[config.mk]
export PLATFORM = sky130hd
export DESIGN_NAME = pc_unit
export DESIGN_NICKNAME = d
export VERILOG_FILES = /design/src/rtl/pc_unit_pkg.sv /design/src/rtl/pc_redirect_buf.sv /design/src/rtl/pc_unit.sv
export SDC_FILE = /design/constraint.sdc
export NUM_CORES = 1
export LEC_CHECK = 0
export CAP_MARGIN = 20
export CORE_MARGIN = 4
export CORE_UTILIZATION = 55
export DETAILED_ROUTE_END_ITERATION = 6
export GPL_ROUTABILITY_DRIVEN = 0
export HOLD_SLACK_MARGIN = 0.08
export PLACE_DENSITY_LB_ADDON = 0.25
export SKIP_LAST_GASP = 1
export SLEW_MARGIN = 15
export SYNTH_ARGS = -nofsm -noshare
export SYNTH_HDL_FRONTEND = slang
export SYNTH_HIERARCHICAL = 1
export SYNTH_SLANG_ARGS = --single-unit
[constraint.sdc]
create_clock -name i_clk -period 3.73 [get_ports i_clk]
set_input_delay 0.373 -clock i_clk [delete_from_list [all_inputs] [get_ports i_clk]]
set_output_delay 0.373 -clock i_clk [all_outputs]
set_load 0.005 [all_outputs]
[src/rtl/pc_unit_pkg.sv]
// Shared architecture constants for the program-counter unit: address map,
// FSM state encoding and pending-redirect kind encoding.
package pc_unit_pkg;

    localparam int          PC_WIDTH_DEF   = 32;
    localparam logic [31:0] IM_ADDR_BASE   = 32'h0000_3000;
    localparam logic [31:0] EXC_VEC_OFFSET = 32'h0000_0100;

    typedef enum logic [1:0] {
        ST_BOOT = 2'd0,
        ST_RUN  = 2'd1,
        ST_PEND = 2'd2
    } pc_state_e;

    localparam logic KIND_BR  = 1'b0;
    localparam logic KIND_EXC = 1'b1;

endpackage

[src/rtl/pc_redirect_buf.sv]
// Single-entry pending-redirect buffer. An exception overwrites a branch, a
// newer branch overwrites an older branch, a branch never displaces an exception.
module pc_redirect_buf
    import pc_unit_pkg::*;
#(
    parameter int PC_WIDTH = PC_WIDTH_DEF
) (
    input  logic                i_clk,
    input  logic                i_rst_n,
    input  logic                i_capture,
    input  logic                i_clear,
    input  logic                i_exc_req,
    input  logic                i_br_req,
    input  logic [0:PC_WIDTH-1] i_br_target,
    output logic                o_valid,
    output logic                o_kind,
    output logic [0:PC_WIDTH-1] o_target
);

    logic                r_valid;
    logic                r_kind;
    logic [0:PC_WIDTH-1] r_target;

    always_ff @(posedge i_clk or negedge i_rst_n) begin
        if (!i_rst_n) begin
            r_valid  <= 1'b0;
            r_kind   <= KIND_BR;
            r_target <= '0;
        end else if (i_clear) begin
            r_valid <= 1'b0;
        end else if (i_capture) begin
            if (i_exc_req) begin
                r_valid <= 1'b1;
                r_kind  <= KIND_EXC;
            end else if (i_br_req && !(r_valid && r_kind == KIND_EXC)) begin
                r_valid  <= 1'b1;
                r_kind   <= KIND_BR;
                r_target <= i_br_target;
            end
        end
    end

    assign o_valid  = r_valid;
    assign o_kind   = r_kind;
    assign o_target = r_target;

endmodule

[src/rtl/pc_unit.sv]
// Program-counter generator: boot delay, sequential increment, prioritised
// exception/branch redirects and stall buffering. Optional macro PC_ALIGN_CHK_EN.
module pc_unit
    import pc_unit_pkg::*;
#(
    parameter int                  PC_WIDTH   = PC_WIDTH_DEF,
    parameter logic [0:PC_WIDTH-1] RESET_ADDR = PC_WIDTH'(IM_ADDR_BASE),
    parameter int                  INST_BYTES = 4,
    parameter logic [0:PC_WIDTH-1] EXC_VECTOR = PC_WIDTH'(IM_ADDR_BASE + EXC_VEC_OFFSET),
    parameter int                  RESET_WAIT = 2
) (
    input  logic                i_clk,
    input  logic                i_rst_n,
    input  logic                i_pc_wr,
    input  logic                i_br_req,
    input  logic [0:PC_WIDTH-1] i_br_target,
    input  logic                i_exc_req,
    output logic [0:PC_WIDTH-1] o_pc,
    output logic [0:PC_WIDTH-1] o_npc,
    output logic                o_pc_valid,
    output logic                o_redirected,
`ifdef PC_ALIGN_CHK_EN
    output logic                o_align_err,
`endif
    output logic [1:0]          o_state
);

    // i_pc_wr acts as the downstream ready: the PC advances only on a cycle
    // with i_pc_wr=1; requests seen while it is low are held in the buffer.
    pc_state_e           r_state, w_state_nxt;
    logic [3:0]          r_boot_cnt;
    logic [0:PC_WIDTH-1] r_pc;
    logic                r_pc_valid, r_redirected;
    logic                w_pend_valid, w_pend_kind;
    logic [0:PC_WIDTH-1] w_pend_target;
    logic                w_capture, w_clear, w_load, w_boot_last;
    logic                w_exc_win, w_br_win, w_seq_win, w_misalign;
    logic [0:PC_WIDTH-1] w_pc_seq, w_br_tgt, w_br_load, w_npc;

    pc_redirect_buf #(.PC_WIDTH(PC_WIDTH)) u_redirect_buf (
        .i_clk       (i_clk),
        .i_rst_n     (i_rst_n),
        .i_capture   (w_capture),
        .i_clear     (w_clear),
        .i_exc_req   (i_exc_req),
        .i_br_req    (i_br_req),
        .i_br_target (i_br_target),
        .o_valid     (w_pend_valid),
        .o_kind      (w_pend_kind),
        .o_target    (w_pend_target)
    );

    assign w_pc_seq  = r_pc + PC_WIDTH'(INST_BYTES);
    assign w_exc_win = i_exc_req || (w_pend_valid && w_pend_kind == KIND_EXC);
    assign w_br_win  = !w_exc_win && (i_br_req || w_pend_valid);
    assign w_seq_win = !w_exc_win && !w_br_win;
    assign w_br_tgt  = i_br_req ? i_br_target : w_pend_target;

`ifdef PC_ALIGN_CHK_EN
    localparam logic [0:PC_WIDTH-1] ALIGN_MASK = PC_WIDTH'(INST_BYTES - 1);
    assign w_misalign = w_br_win && ((w_br_tgt & ALIGN_MASK) != '0);
    assign w_br_load  = w_misalign ? EXC_VECTOR : w_br_tgt;
`else
    assign w_misalign = 1'b0;
    assign w_br_load  = w_br_tgt;
`endif

    assign w_npc = w_exc_win ? EXC_VECTOR : (w_br_win ? w_br_load : w_pc_seq);

    // RESET_WAIT=0 leaves BOOT on the first edge after reset release.
    assign w_boot_last = (RESET_WAIT == 0) || (r_boot_cnt == 4'(RESET_WAIT - 1));

    always_comb begin
        w_state_nxt = r_state;
        w_capture   = 1'b0;
        w_clear     = 1'b0;
        w_load      = 1'b0;
        case (r_state)
            ST_BOOT: begin
                w_capture = 1'b1;
                if (w_boot_last)
                    w_state_nxt = (w_pend_valid || i_exc_req || i_br_req) ? ST_PEND : ST_RUN;
            end
            ST_RUN: begin
                if (i_pc_wr) begin
                    w_load = 1'b1;
                end else begin
                    w_capture = 1'b1;
                    if (i_exc_req || i_br_req)
                        w_state_nxt = ST_PEND;
                end
            end
            ST_PEND: begin
                if (i_pc_wr) begin
                    w_load      = 1'b1;
                    w_clear     = 1'b1;
                    w_state_nxt = ST_RUN;
                end else begin
                    w_capture = 1'b1;
                end
            end
            default: w_state_nxt = ST_BOOT;
        endcase
    end

    always_ff @(posedge i_clk or negedge i_rst_n) begin
        if (!i_rst_n) begin
            r_state <= ST_BOOT;
        end else begin
            r_state <= w_state_nxt;
        end
    end

    always_ff @(posedge i_clk or negedge i_rst_n) begin
        if (!i_rst_n) begin
            r_boot_cnt   <= 4'd0;
            r_pc         <= RESET_ADDR;
            r_pc_valid   <= 1'b0;
            r_redirected <= 1'b0;
        end else begin
            if (r_state == ST_BOOT)
                r_boot_cnt <= r_boot_cnt + 4'd1;
            if (w_load)
                r_pc <= w_npc;
            r_pc_valid   <= r_pc_valid || (w_state_nxt != ST_BOOT);
            r_redirected <= w_load && !w_seq_win;
        end
    end

`ifdef PC_ALIGN_CHK_EN
    logic r_align_err;
    always_ff @(posedge i_clk or negedge i_rst_n) begin
        if (!i_rst_n)
            r_align_err <= 1'b0;
        else
            r_align_err <= w_load && w_misalign;
    end
    assign o_align_err = r_align_err;
`endif

    assign o_pc         = r_pc;
    assign o_npc        = w_npc;
    assign o_pc_valid   = r_pc_valid;
    assign o_redirected = r_redirected;
    assign o_state      = r_state;

endmodule

# [Yosys cells after proc, flatten, opt, wreduce, memory -nomap -nowiden]
# Index checks and enable logic that the tools add are counted.
[classes] n_addsub=2 n_eq_ne=3 muxes=20 n_bitwise=2 n_reduce_logical=24
[op_table] cell="two-way mux 32 bit" count=3
[op_table] cell="adder 32 x 3 -> 32 bit, second input constant" count=1
[op_table] cell="two-way mux 1 bit" count=10
[op_table] cell="two-way mux 2 bit" count=5
[op_table] cell="logical OR 1 bit" count=6
[op_table] cell="one-hot mux 2 bit (3 select lines)" count=1
[op_table] cell="nonzero test 2 bit" count=3
[op_table] cell="logical AND 1 bit" count=5
[op_table] cell="adder 4 x 1 -> 4 bit, second input constant" count=1
[op_table] cell="equality test 4 x 1 -> 1 bit, second input constant" count=1
[op_table] cell="zero test 1 bit" count=4
[op_table] cell="AND reduction 4 bit" count=1
[op_table] cell="AND reduction 3 bit" count=1
[op_table] cell="nonzero test 3 bit" count=1
[op_table] cell="equality test 2 x 1 -> 1 bit, second input constant" count=1
[op_table] cell="equality test 2 bit, second input constant" count=1
[op_table] cell="zero test 2 bit" count=1
[op_table] cell="inverter 1 bit" count=2
[op_table] cell="one-hot mux 1 bit (2 select lines)" count=1
[op_table] cell="AND reduction 2 bit" count=1
[op_table] cell="OR reduction 2 bit" count=1
[totals] regBits=74 in_bits=37 output_inout_bits=68 wordCells=59

# [Depth between registers and ports, before layout]
[logic_depth] depth_word=8 depth_mapped=9 depth_no_buf=7

# [Hierarchy]
# The synthesis kept the hierarchy.
[by_module_without_submodules] mod="pc_unit" n_inst=1 cells_each=409 area_each_um2=3399.5
[by_module_without_submodules] mod="pc_redirect_buf" n_inst=1 cells_each=77 area_each_um2=1451.4

# [Least setup slack after synthesis]
# Ideal clock, no wire load.
[synth_path] kind="reg-to-reg" from="reg r_state[1], in the netlist o_state[1]" to="reg u_redirect_buf.r_target, in the netlist u_redirect_buf/o_target[10]" setup_time_ns=0.125 arrival_ns=2.119 required_time_ns=3.605 path_slack_ns=1.486 path_stages_with_launch=10 n_path_buf=2 period_less_slack_ns=2.244 path_cell_list="dfrtp_1 inv_1 ha_1 clkbuf_1 inv_1 a21oi_1 nand3b_4 a211o_4 buf_12 mux2_4"
[synth_between] elab_chain_len=4 elab_cells_between_ends=8
[synth_rtl] item="start, declared" line_no="pc_unit.sv:30" rtl="pc_state_e r_state, w_state_nxt;"
[synth_rtl] item="start signal, assigned" line_no="pc_unit.sv:110" rtl="r_state <= w_state_nxt;"
[synth_rtl] item="equality test 2 bit / equality test 2 x 1 -> 1 bit (equally long branches)" line_no="pc_unit.sv:78" rtl="case (r_state)"
[synth_rtl] item="OR reduction 2 bit (no line)"
[synth_rtl] item="one-hot mux 1 bit (2 select lines) *" line_no="pc_unit.sv:78"
[synth_rtl] item="named net w_capture" line_no="pc_unit.sv:36" rtl="logic w_capture, w_clear, w_load, w_boot_last;"
[synth_rtl] item="AND reduction 4 bit (no line) *"
[synth_rtl] item="end signal, assigned" line_no="pc_redirect_buf.sv:38" rtl="r_target <= i_br_target;"
[synth_rtl] item="end, declared" line_no="pc_redirect_buf.sv:22" rtl="logic [0:PC_WIDTH-1] r_target;"
# Mark *: on every way through the listed nets, which the timed path passes. The rest lies on a longest branch.
# A chain may end at the register's enable or synchronous reset.

# [Final worst setup path]
[layout_path] from="in i_br_req" to="out o_npc[24] (netlist name)"
[layout_between] elab_chain_len=4 elab_cells_between_ends=5
[layout_rtl] item="start, declared" line_no="pc_unit.sv:15" rtl="input logic i_br_req,"
[layout_rtl] item="logical OR 1 bit" line_no="pc_unit.sv:55" rtl="assign w_br_win = !w_exc_win && (i_br_req || w_pend_valid);"
[layout_rtl] item="logical AND 1 bit" line_no="pc_unit.sv:55"
[layout_rtl] item="two-way mux 32 bit * (2 in a row)" line_no="pc_unit.sv:68" rtl="assign w_npc = w_exc_win ? EXC_VECTOR : (w_br_win ? w_br_load : w_pc_seq);"
[layout_rtl] item="end, declared" line_no="pc_unit.sv:19" rtl="output logic [0:PC_WIDTH-1] o_npc,"
# Mark *: on every way between the ends. The rest lies on a longest branch, timed or not.

==> metrics.md <==
| Metric | Value |
|---|---|
| Number of synthesized register bits | `74` |
| Clk_skew | `0.00647 ns` |
| Max Freq | `304 MHz` |
| Number of global-route vias before repair | `4366` |
| DR pass1 iterations | `5` |
| Fill count | `624` |
| Yosys top cell by area | `dfrtp_1` |
| Worst-Margin Slew | `1.06 ns` |
| Final wirelength | `13800 um` |
| Int Pwr | `2.59 mW` |
| Total track usage | `27.6%` |
| Via Count | `4335` |
| Initial Utilization | `57.9%` |
| CP arrival | `2.91 ns` |
| Switching portion of total power | `37.9%` |
| Skew-Pair Late Insertion Delay | `0.36 ns` |
| Minimum clock period | `3.28 ns` |
| Gate count of the mapped netlist | `486` |
| Clk pin slew, worst setup/hold paths | `0.08 ns` |
| Clock share of power | `16.8%` |
| Top cells by area, synth | `dfrtp_1 37%, mux2_4 9.3%, a21oi_1 4.6%` |
| Post-DP HPWL | `9760 um` |
| Max-cap viol count | `0` |
| Sequential share of the synthesized area | `38.2%` |
| ANT nets after route | `0` |
| Flop pwr share | `37.9%` |
| Peak VDD IR | `0.419 mV` |
| Main synth FF type | `dfrtp_1` |
| RSZ-0062 raised after global routing | `no` |
| EDFF count, synth | `0` |
| Setup CP Type | `input port to output pin` |
| Layout cells sized above 1 | `14.5%` |
| Max transition margin | `29.3%` |
| Largest buffer count on any clock path | `2` |
| First DRT Iteration DRCs | `249` |
| Status | `finished, final reports clean` |
| Num CTS Buffers | `9` |
| Vias/cell | `6.33` |
| Initial antenna violation count | `0` |
| Static Leak | `2.57 nW` |
| Count of cell types in the netlist | `65` |
| Global-route wire length before repair | `22500 um` |
| Chip Width | `102 um` |
| CTS tree | `yes` |
| Mean Syn Cell Area | `9.98 um^2` |
| Die ar. | `10400 um^2` |
| Area grow syn2layout | `26.1%` |
| GR Overflow Total | `0` |
| # diodes | `0` |
| Port bufs | `104` |
| Dpl cell area | `5890 um^2` |
| Place WS | `0.527 ns` |
| Synth top area share | `37.1%` |
| Post-synth ARST share | `100%` |
| Worst Setup Start Kind | `input port` |
| Post-synthesis cell area | `4850 um^2` |
| Net Sw Power | `1.58 mW` |
| TNS Setup | `0 ns` |
| CTS Sinks | `74` |
| Fin. Hold Viols | `0` |
| Post-synth top cells | `72 x dfrtp_1, 45 x a21oi_1, 36 x nand2_1` |
| Htree depth | `3` |
| # DRC | `0` |
| Most frequent cell after synthesis | `dfrtp_1` |
| Hold_ws | `0.480 ns` |
| Final setup vio count | `0` |
| Die extent in y | `102 um` |
| # IOs | `105` |
| Power Density | `681 nW/um^2` |
| Crit end category | `output pin` |
| Final instance area | `6120 um^2` |
| CTS Root Cell | `clkbuf_8` |
| Warnings from Yosys | `6` |
| Core Box Area | `8380 um^2` |
| Worst Path Max Fanout | `13` |
| Final Cycle Share | `88.1%` |
| Slew Viols, Final | `0` |
| Final net count | `620` |
| Wire per inst | `20.1 um` |
| Largest net degree at the start of global routing | `56` |
| # resized after CTS | `0` |
| Syn_nets | `530` |
| Final worst slack | `0.446 ns` |
| Comb power frac | `45.3%` |
| CP required | `3.36 ns` |
| Hold Path Class | `flop to flop` |
| Number of placement rows | `33` |
==> worst max-delay path, cell delays in order <==
cell and delay, ns:
clkdlybuf4s50_1 0.67, buf_4 0.30, nor2_1 0.57, o211ai_1 0.18, a41oi_1 0.26, clkdlybuf4s50_1 0.55
==> metal layers <==
metal | share of wire, % | vias up | track usage, %
met3 | 8.6 | 21 | 6.76
met1 | 44 | 2143 | 39.6
met2 | 46 | 181 | 41.6
met4 | 1.6 | 0 | 8.17
met5 | 0 | - | 0
li1 | - | 1990 | -
==> cell usage in the layout, fill, tap and decap left out, types with 11 or more instances in the layout <==
cell	instances
xnor2_1	22
nand2_1	35
o21ai_0	20
o221ai_1	14
buf_4	11
clkdlybuf4s50_1	103
nor2_1	28
mux2_4	30
dfrtp_1	72
a21oi_1	45
==> kinds of logic (layout without fill, tap and decap cells) <==
family / count (synthesis) / in the layout / share of synthesized area, %
adders and majority gates: 7 / 7 / 1.81
xor gates and xnor gates: 28 / 28 / 5.06
buffers and inverters: 47 / 141 / 5.18
AOI/OAI and AO/OA: 145 / 145 / 20.0
muxes: 42 / 42 / 11.9
DFF: 74 / 74 / 38.2
and+or+nand+nor: 143 / 143 / 17.8
==> power groups by stage <==
stage / registers, mW / clock network [mW] / logic, mW
2_1_floorplan: 1.44 / 0 / 1.23
3_3_place_gp: 1.55 / 0 / 1.81
3_5_place_dp: 1.56 / 0 / 1.87
4_1_cts: 1.56 / 0.706 / 1.89
5_1_grt: 1.63 / 0.731 / 2.06
6_report: 1.58 / 0.699 / 1.89
==> path summary, 6_finish.rpt <==
path	from	endpoint	slack, ns	cells after the start
worst min register to register	r_boot_cnt[3]	r_boot_cnt[3]	0.48	1
min in group asynchronous	i_rst_n	r_boot_cnt[2]	0.50	2
worst min-delay path	r_boot_cnt[3]	r_boot_cnt[3]	0.48	1
max in group asynchronous	i_rst_n	u_redirect_buf/o_target[3]	2.12	3
worst max-delay path	i_br_req	o_npc[24]	0.45	6
worst max register to register	o_state[1]	u_redirect_buf/o_target[6]	1.21	7
==> repair_timing <==
action	4_1_cts	5_1_grt
setup buffers	0	0
hold endpoints to repair	19	0
hold buffers	1	0
==> stage by stage <==
| stage | utilization [%] | instances | power (mW) |
|---|---|---|---|
| final | 73.0 | 685 | 4.17 |
| after global placement | 70.2 | 669 | 3.36 |
| after global routing | 73.0 | 685 | 4.42 |
| after detailed placement | 70.2 | 669 | 3.44 |
| after CTS | 72.9 | 685 | 4.16 |
| after floorplan | - | 486 | 2.67 |
==> state kept, by name (all words and copies together), names as in the netlist <==
signal                   cells
o_redirected                 1
o_pc                        32
r_boot_cnt                   4
u_redirect_buf/o_target     32
u_redirect_buf/o_valid       1
u_redirect_buf/o_kind        1
o_pc_valid                   1
o_state                      2
==> area by class of cell <==
cell class / count / area, um^2 / area share, %
multi-input cells: 365 / 2750 / 44.9
flip-flops and latches: 74 / 1850 / 30.3
repair buffers: 116 / 1130 / 18.5
clock buffers: 10 / 138 / 2.25
well taps: 105 / 131 / 2.15
clock inverters: 5 / 78.8 / 1.29
inverters: 10 / 37.5 / 0.614
No activity file was read; power rests on OpenSTA's default activity.
